`src/rtl/data_memory_hs_pkg.sv`:
```
// Shared definitions for data_memory_hs: access-size codes, FSM states and
// the load extension helper used by the lane aligner.
package data_memory_hs_pkg;

    typedef enum logic [1:0] {
        SZ_BYTE = 2'b00,
        SZ_HALF = 2'b01,
        SZ_WORD = 2'b10,
        SZ_RSVD = 2'b11
    } size_e;

    typedef enum logic [1:0] {
        IDLE   = 2'b00,
        WAIT   = 2'b01,
        ACCESS = 2'b10
    } state_e;

    localparam int WCNT_W = 4;

    // Extend a byte (lane[7:0]) or half (lane[15:0]) to 32 bits.
    function automatic logic [31:0] extend_lane(input logic [15:0] lane,
                                                input logic        is_half,
                                                input logic        zero_ext);
        logic [31:0] r;
        if (is_half) begin
            r = zero_ext ? {16'h0000, lane} : {{16{lane[15]}}, lane};
        end else begin
            r = zero_ext ? {24'h000000, lane[7:0]} : {{24{lane[7]}}, lane[7:0]};
        end
        return r;
    endfunction

endpackage

```
`src/rtl/data_memory_hs_if.sv`:
```
// Request/response bundle between the MEM stage and data_memory_hs.
interface data_memory_hs_if #(
    parameter int ADDR_W = 32
) ();
    logic              req;
    logic              we;
    logic [1:0]        size;
    logic              unsigned_ld;
    logic [ADDR_W-1:0] addr;
    logic [31:0]       wdata;
    logic              ready;
    logic              done;
    logic [31:0]       rdata;
    logic              err;

    modport master (
        output req, we, size, unsigned_ld, addr, wdata,
        input  ready, done, rdata, err
    );

    modport slave (
        input  req, we, size, unsigned_ld, addr, wdata,
        output ready, done, rdata, err
    );
endinterface

```
`src/rtl/data_memory_hs_dmem_lane_align.sv`:
```
// dmem_lane_align: combinational byte-lane steering for data_memory_hs.
// Produces the store byte-enable mask and replicated write data, and the
// extended load value for the selected lane. Also flags reserved sizes and
// misaligned offsets; the top decides what to do with the latter.
module dmem_lane_align
    import data_memory_hs_pkg::*;
(
    input  logic [1:0]  size,
    input  logic [1:0]  offset,
    input  logic        unsigned_ld,
    input  logic [31:0] wdata,
    input  logic [31:0] rword,
    output logic [3:0]  be,
    output logic [31:0] wdata_lane,
    output logic [31:0] rdata_ext,
    output logic        misaligned,
    output logic        size_bad
);

    logic [7:0]  byte_s;
    logic [15:0] half_s;

    assign byte_s = rword[{offset, 3'b000} +: 8];
    assign half_s = rword[{offset[1], 4'b0000} +: 16];

    // Decode size into lane mask, write data placement and load extension.
    always_comb begin
        be         = 4'b0000;
        wdata_lane = 32'h0000_0000;
        rdata_ext  = 32'h0000_0000;
        misaligned = 1'b0;
        size_bad   = 1'b0;
        case (size)
            SZ_BYTE: begin
                be         = 4'b0001 << offset;
                wdata_lane = {4{wdata[7:0]}};
                rdata_ext  = extend_lane({8'h00, byte_s}, 1'b0, unsigned_ld);
            end
            SZ_HALF: begin
                be         = offset[1] ? 4'b1100 : 4'b0011;
                wdata_lane = {2{wdata[15:0]}};
                rdata_ext  = extend_lane(half_s, 1'b1, unsigned_ld);
                misaligned = offset[0];
            end
            SZ_WORD: begin
                be         = 4'b1111;
                wdata_lane = wdata;
                rdata_ext  = rword;
                misaligned = |offset;
            end
            default: begin
                size_bad = 1'b1;
            end
        endcase
    end

endmodule

```
`src/rtl/data_memory_hs.sv`:
```
// data_memory_hs: word-organised data RAM with byte/half/word access and a
// req/ready/done handshake with WAIT_CYCLES programmable wait states.
// Optional macro DMEM_MISALIGN_TRAP_EN: when defined, misaligned half/word
// accesses fault; otherwise the low address bits are ignored for them.
module data_memory_hs
    import data_memory_hs_pkg::*;
#(
    parameter int DEPTH       = 64,
    parameter int ADDR_W      = 32,
    parameter int WAIT_CYCLES = 0
) (
    input  logic             clk,
    input  logic             rst,
    data_memory_hs_if.slave  bus
);

    localparam int IDX_W = $clog2(DEPTH);
    localparam logic [WCNT_W-1:0] WAIT_LOAD =
        (WAIT_CYCLES > 0) ? WCNT_W'(WAIT_CYCLES - 1) : {WCNT_W{1'b0}};
`ifdef DMEM_MISALIGN_TRAP_EN
    localparam logic TRAP_EN = 1'b1;
`else
    localparam logic TRAP_EN = 1'b0;
`endif

    // Array is deliberately not reset.
    logic [31:0] mem_q [DEPTH];

    state_e              state_q, state_d;
    logic [WCNT_W-1:0]   wcnt_q, wcnt_d;
    logic                we_q, we_d;
    logic [1:0]          size_q, size_d;
    logic                uns_q, uns_d;
    logic [ADDR_W-1:0]   addr_q, addr_d;
    logic [31:0]         wdata_q, wdata_d;
    logic                ready_q, ready_d;
    logic                done_q, done_d;
    logic [31:0]         rdata_q, rdata_d;
    logic                err_q, err_d;

    // Effective request: live bus while idle (direct IDLE->ACCESS needs it),
    // captured copy once the access is in flight.
    logic                eff_idle_s;
    logic                eff_we_s;
    logic [1:0]          eff_size_s;
    logic                eff_uns_s;
    logic [ADDR_W-1:0]   eff_addr_s;
    logic [31:0]         eff_wdata_s;
    logic [IDX_W-1:0]    idx_s;
    logic                oor_s;
    logic                acc_err_s;
    logic [3:0]          be_s;
    logic [31:0]         wdata_lane_s;
    logic [31:0]         rdata_ext_s;
    logic                misaligned_s;
    logic                size_bad_s;

    assign eff_idle_s  = (state_q == IDLE);
    assign eff_we_s    = eff_idle_s ? bus.we          : we_q;
    assign eff_size_s  = eff_idle_s ? bus.size        : size_q;
    assign eff_uns_s   = eff_idle_s ? bus.unsigned_ld : uns_q;
    assign eff_addr_s  = eff_idle_s ? bus.addr        : addr_q;
    assign eff_wdata_s = eff_idle_s ? bus.wdata       : wdata_q;

    assign idx_s     = eff_addr_s[IDX_W+1:2];
    assign oor_s     = |(eff_addr_s >> (IDX_W + 2));
    assign acc_err_s = oor_s | size_bad_s | (TRAP_EN & misaligned_s);

    dmem_lane_align u_align (
        .size        (eff_size_s),
        .offset      (eff_addr_s[1:0]),
        .unsigned_ld (eff_uns_s),
        .wdata       (eff_wdata_s),
        .rword       (mem_q[idx_s]),
        .be          (be_s),
        .wdata_lane  (wdata_lane_s),
        .rdata_ext   (rdata_ext_s),
        .misaligned  (misaligned_s),
        .size_bad    (size_bad_s)
    );

    // Next-state, capture and registered-output computation.
    always_comb begin
        state_d = state_q;
        wcnt_d  = wcnt_q;
        we_d    = we_q;
        size_d  = size_q;
        uns_d   = uns_q;
        addr_d  = addr_q;
        wdata_d = wdata_q;
        rdata_d = rdata_q;
        err_d   = err_q;
        case (state_q)
            IDLE: begin
                if (bus.req) begin
                    we_d    = bus.we;
                    size_d  = bus.size;
                    uns_d   = bus.unsigned_ld;
                    addr_d  = bus.addr;
                    wdata_d = bus.wdata;
                    if (WAIT_CYCLES > 0) begin
                        state_d = WAIT;
                        wcnt_d  = WAIT_LOAD;
                    end else begin
                        state_d = ACCESS;
                    end
                end else begin
                    state_d = IDLE;
                end
            end
            WAIT: begin
                if (wcnt_q == {WCNT_W{1'b0}}) begin
                    state_d = ACCESS;
                end else begin
                    wcnt_d = wcnt_q - {{(WCNT_W-1){1'b0}}, 1'b1};
                end
            end
            ACCESS: begin
                state_d = IDLE;
            end
            default: begin
                state_d = IDLE;
            end
        endcase
        if ((state_d == ACCESS) && (state_q != ACCESS)) begin
            err_d   = acc_err_s;
            rdata_d = (acc_err_s || eff_we_s) ? 32'h0000_0000 : rdata_ext_s;
        end else begin
            err_d   = err_q;
            rdata_d = rdata_q;
        end
        ready_d = (state_d == IDLE);
        done_d  = (state_d == ACCESS);
    end

    // State, capture and output registers with asynchronous reset.
    always_ff @(posedge clk or posedge rst) begin
        if (rst) begin
            state_q <= IDLE;
            wcnt_q  <= {WCNT_W{1'b0}};
            we_q    <= 1'b0;
            size_q  <= 2'b00;
            uns_q   <= 1'b0;
            addr_q  <= {ADDR_W{1'b0}};
            wdata_q <= 32'h0000_0000;
            ready_q <= 1'b1;
            done_q  <= 1'b0;
            rdata_q <= 32'h0000_0000;
            err_q   <= 1'b0;
        end else begin
            state_q <= state_d;
            wcnt_q  <= wcnt_d;
            we_q    <= we_d;
            size_q  <= size_d;
            uns_q   <= uns_d;
            addr_q  <= addr_d;
            wdata_q <= wdata_d;
            ready_q <= ready_d;
            done_q  <= done_d;
            rdata_q <= rdata_d;
            err_q   <= err_d;
        end
    end

    // Store commit on the edge leaving ACCESS; reset forces IDLE so an
    // aborted store never reaches here.
    always_ff @(posedge clk) begin
        if ((state_q == ACCESS) && we_q && !err_q) begin
            for (int b = 0; b < 4; b++) begin
                if (be_s[b]) begin
                    mem_q[idx_s][8*b +: 8] <= wdata_lane_s[8*b +: 8];
                end
            end
        end
    end

    assign bus.ready = ready_q;
    assign bus.done  = done_q;
    assign bus.rdata = rdata_q;
    assign bus.err   = err_q;

endmodule

```
`src/flat_wrapper.sv`:
```
// flat-port wrapper written by rule: the top's interface ports become plain ports
module data_memory_hs_flat import data_memory_hs_pkg::*;
#(
    parameter int DEPTH       = 64,
    parameter int ADDR_W      = 32,
    parameter int WAIT_CYCLES = 0
)
  (clk, rst, bus_req, bus_we, bus_size, bus_unsigned_ld, bus_addr, bus_wdata, bus_ready, bus_done, bus_rdata, bus_err);
  data_memory_hs_if #(.ADDR_W(ADDR_W)) bus_i ();
  input  logic clk;
  input  logic rst;
  input wire logic [$bits(bus_i.req)-1:0] bus_req;
  input wire logic [$bits(bus_i.we)-1:0] bus_we;
  input wire logic [$bits(bus_i.size)-1:0] bus_size;
  input wire logic [$bits(bus_i.unsigned_ld)-1:0] bus_unsigned_ld;
  input wire logic [$bits(bus_i.addr)-1:0] bus_addr;
  input wire logic [$bits(bus_i.wdata)-1:0] bus_wdata;
  output wire logic [$bits(bus_i.ready)-1:0] bus_ready;
  output wire logic [$bits(bus_i.done)-1:0] bus_done;
  output wire logic [$bits(bus_i.rdata)-1:0] bus_rdata;
  output wire logic [$bits(bus_i.err)-1:0] bus_err;
  assign bus_i.req = bus_req;
  assign bus_i.we = bus_we;
  assign bus_i.size = bus_size;
  assign bus_i.unsigned_ld = bus_unsigned_ld;
  assign bus_i.addr = bus_addr;
  assign bus_i.wdata = bus_wdata;
  assign bus_ready = bus_i.ready;
  assign bus_done = bus_i.done;
  assign bus_rdata = bus_i.rdata;
  assign bus_err = bus_i.err;
  data_memory_hs #(.DEPTH(DEPTH), .ADDR_W(ADDR_W), .WAIT_CYCLES(WAIT_CYCLES)) u_core (.clk(clk), .rst(rst), .bus(bus_i));
endmodule
```
`config.mk`:
```
export PLATFORM = sky130hd
export DESIGN_NAME = data_memory_hs_flat
export DESIGN_NICKNAME = d
export VERILOG_FILES = /design/src/rtl/data_memory_hs_pkg.sv /design/src/rtl/data_memory_hs_if.sv /design/src/rtl/data_memory_hs_dmem_lane_align.sv /design/src/rtl/data_memory_hs.sv /design/src/flat_wrapper.sv
export SDC_FILE = /design/constraint.sdc
export NUM_CORES = 2
export LEC_CHECK = 0
export CAP_MARGIN = 0
export CORE_ASPECT_RATIO = 0.9
export CORE_UTILIZATION = 45
export CTS_CLUSTER_SIZE = 30
export DETAILED_ROUTE_END_ITERATION = 8
export PLACE_DENSITY = 0.59
export REMOVE_ABC_BUFFERS = 1
export SYNTH_ARGS = -nofsm -noshare
export SYNTH_HDL_FRONTEND = slang
export SYNTH_HIERARCHICAL = 1
export SYNTH_SLANG_ARGS = --single-unit
```
`constraint.sdc`:
```
create_clock -name clk -period 13.55 [get_ports clk]
set_input_delay 2.71 -clock clk [delete_from_list [all_inputs] [get_ports clk]]
set_output_delay 2.71 -clock clk [all_outputs]
set_load 0.05 [all_outputs]
```
==> out/metrics.cfg <==
[detailed_routing]
via_count = 50579
route.detailed.drc = 0
drt.antenna.violating_nets = 0
wl_mm = 260
wl_per_cell_um = 33.5
drt_iter0_drc = 7780
first_pass_iters = 7
vias_per_cell = 6.52

[hold_path]
hold_depth = 1
min_to = u_core/wdata_q[2]
min_from = u_core/wdata_q[2]
hp-class = reg2reg

[synth]
synth_area_per_cell_um2 = 16.7
syn_area_um2 = 84000
syn_inst = 5034
yosys_warnings = 6

[placement]
dpl-instance-area_um2 = 88000
place_inst = 7360
dp_hpwl_mm = 154
routabilityCongestion = 0.873
io_buffers = 105
pre_cts_ws_ps = 5010

[clock_tree]
post_cts_buffers = 0
clkTransAtPathRegs_ps = 60
clock-sinks = 2157
cts-hold-fix-buffers = 0
numCtsBuffers = 210
insertion_delay_ps = 850
cts_tree = yes
cts-root-buf = clkbuf_16
cts_resized = 0
clk_path_buf_depth = 3
htree_levels = 4

[pwr]
p_leak_nw = 30.1
seq_power_share_pct = 51.2
switching_share_pct = 24.7
p_int_mw = 11.2
p_per_area_nw_per_um2 = 157
power_mw = 14.8
p_comb_share_pct = 10.9
vdd_drop_max_mv = 0.136
power_frac_clock_pct = 38.0
p_sw_mw = 3.67

[timing]
setup_violations = 0
worst_pin_slew_ps = 1210
setup_tns_ps = 0
slew_violations = 0
fin_crit_ps = 7800
worst_clock_skew_ps = 41.7
max_freq_mhz = 128
rsz0062_at_grt = no
slew_headroom_pct = 17.5
post-route-period-util_pct = 57.6
hold_viol_final = 0
fin_ws_ps = 5750

[global_routing]
grt_pass1_vias = 47697
grt_max_degree = 93
grt-ovfl-total = 0
use_met1_pct = 39.6
antenna_found_initial = 3
top_usage_layer = met2
grtUsageTotal_pct = 27.1
use_met3_pct = 5.33
grt_use_met2_pct = 40.5
grt_pass1_wl_mm = 366

[worst_setup_path]
critPathArrivalTime_ps = 8520
worstPathRequired_ps = 14270
slowest_stage = a2111oi_0
critPathLaunchType = primary input
crit_family = compound AO/OA/AOI/OAI gates
path_max_fanout = 58
cp-end-kind = flip-flop
criticalPathCategory = in2reg
cp_common_cell = buf_4
slowest_delay_ps = 1060
crit_path_cell_trace = clkdlybuf4s50_1 > buf_4 > or3b_1 > buf_4 > nand2_8 > buf_12 > mux2i_1 > o221ai_1 > a2111oi_0 > nand4_1 > mux2_2 > a22oi_1 > a21oi_1 > a22o_1
ff2ff_path_depth = 13
r2r_setup_slack_ps = 7060
critPathBufInv = 4
reg2reg_to = u_core/bus.rdata[25]
r2r_start = u_core/state_q[1]

[die]
core_um2 = 186000
initial_core_util_pct = 45.3
die_h_um = 412
die_x_um = 458
fp-row-count = 150
ios = 106
die_area_um2 = 188000

[finish]
drive_above_1_share_pct = 12.3
finalInstanceArea_um2 = 94600
area_delta_synth_final_pct = 12.6
final_nets = 5217
final_cells = 7752
register_area_um2 = 64200
multi_input_area_um2 = 18500
fillers = 15111

[flow_run]
maxCapViolCount = 0

[outcome]
outcome = finished clean

## registers in the layout, indices dropped and copies added (netlist names)
name	cells
u_core/bus.rdata	32
u_core/wcnt_q	4
u_core/addr_q	32
u_core/bus.done	1
u_core/uns_q	1
u_core/bus.ready	1
u_core/bus.err	1
u_core/we_q	1
u_core/wdata_q	32
u_core/state_q	2
u_core/size_q	2
u_core/mem_q	2048
## layout by cell type, fill, tap and decap left out, types with 86 or more instances in the layout
cell type	count
a22o_1	147
a21oi_1	94
a31oi_1	163
mux2i_1	274
a222oi_1	86
nor2_1	305
buf_4	132
clkbuf_16	219
edfxtp_1	2048
dfrtp_1	108
nand2_1	271
clkdlybuf4s50_1	103
a22oi_1	401
mux2_2	134
a221oi_1	121
## metal layers
layer  up-vias  wire (um)  part of all wire (%)
li1      20892          -                     -
met1     26105     108000                    41
met2      3122     115000                    44
met3       454      27000                    10
met4         6      10100                   3.9
met5         -         37                 0.014
## worst max path at each step
stage / end / startpoint / cells after the start
after global routing: u_core/bus.rdata[27] / bus_addr[3] / 13
after CTS: u_core/bus.rdata[11] / bus_addr[4] / 14
after floorplan: u_core/mem_q[0][0] / bus_addr[2] / 4
after detailed placement: u_core/bus.rdata[11] / bus_addr[4] / 14
after global placement: u_core/bus.rdata[11] / bus_addr[4] / 14
final: u_core/bus.rdata[11] / bus_addr[4] / 14
## final cells by class
cell class                      count  area share, %
Sequential cell                  2157           67.9
Multi-Input combinational cell   2509           19.5
Clock buffer                      281           6.11
Tap cell                         2432           3.22
Timing Repair Buffer              247           2.36
Clock inverter                    106          0.817
Inverter                           15         0.0622
Antenna cell                        5         0.0132
## power by group through the flow
stage | Sequential [mW] | Combinational [mW] | Clock [mW]
finish | 7.59 | 1.61 | 5.64
global route | 7.60 | 1.67 | 5.94
CTS | 7.59 | 1.59 | 5.69
detailed placement | 7.73 | 1.58 | 0
global placement | 7.73 | 1.56 | 0
floorplan | 7.75 | 0.841 | 0
## stage by stage
step	utilization [%]	hold slack [ps]
floorplan	-	468
global placement	47.4	486
detailed placement	47.4	496
CTS	51.0	509
global route	51.0	521
finish	51.0	506
No activity file was read; power rests on OpenSTA's default activity.
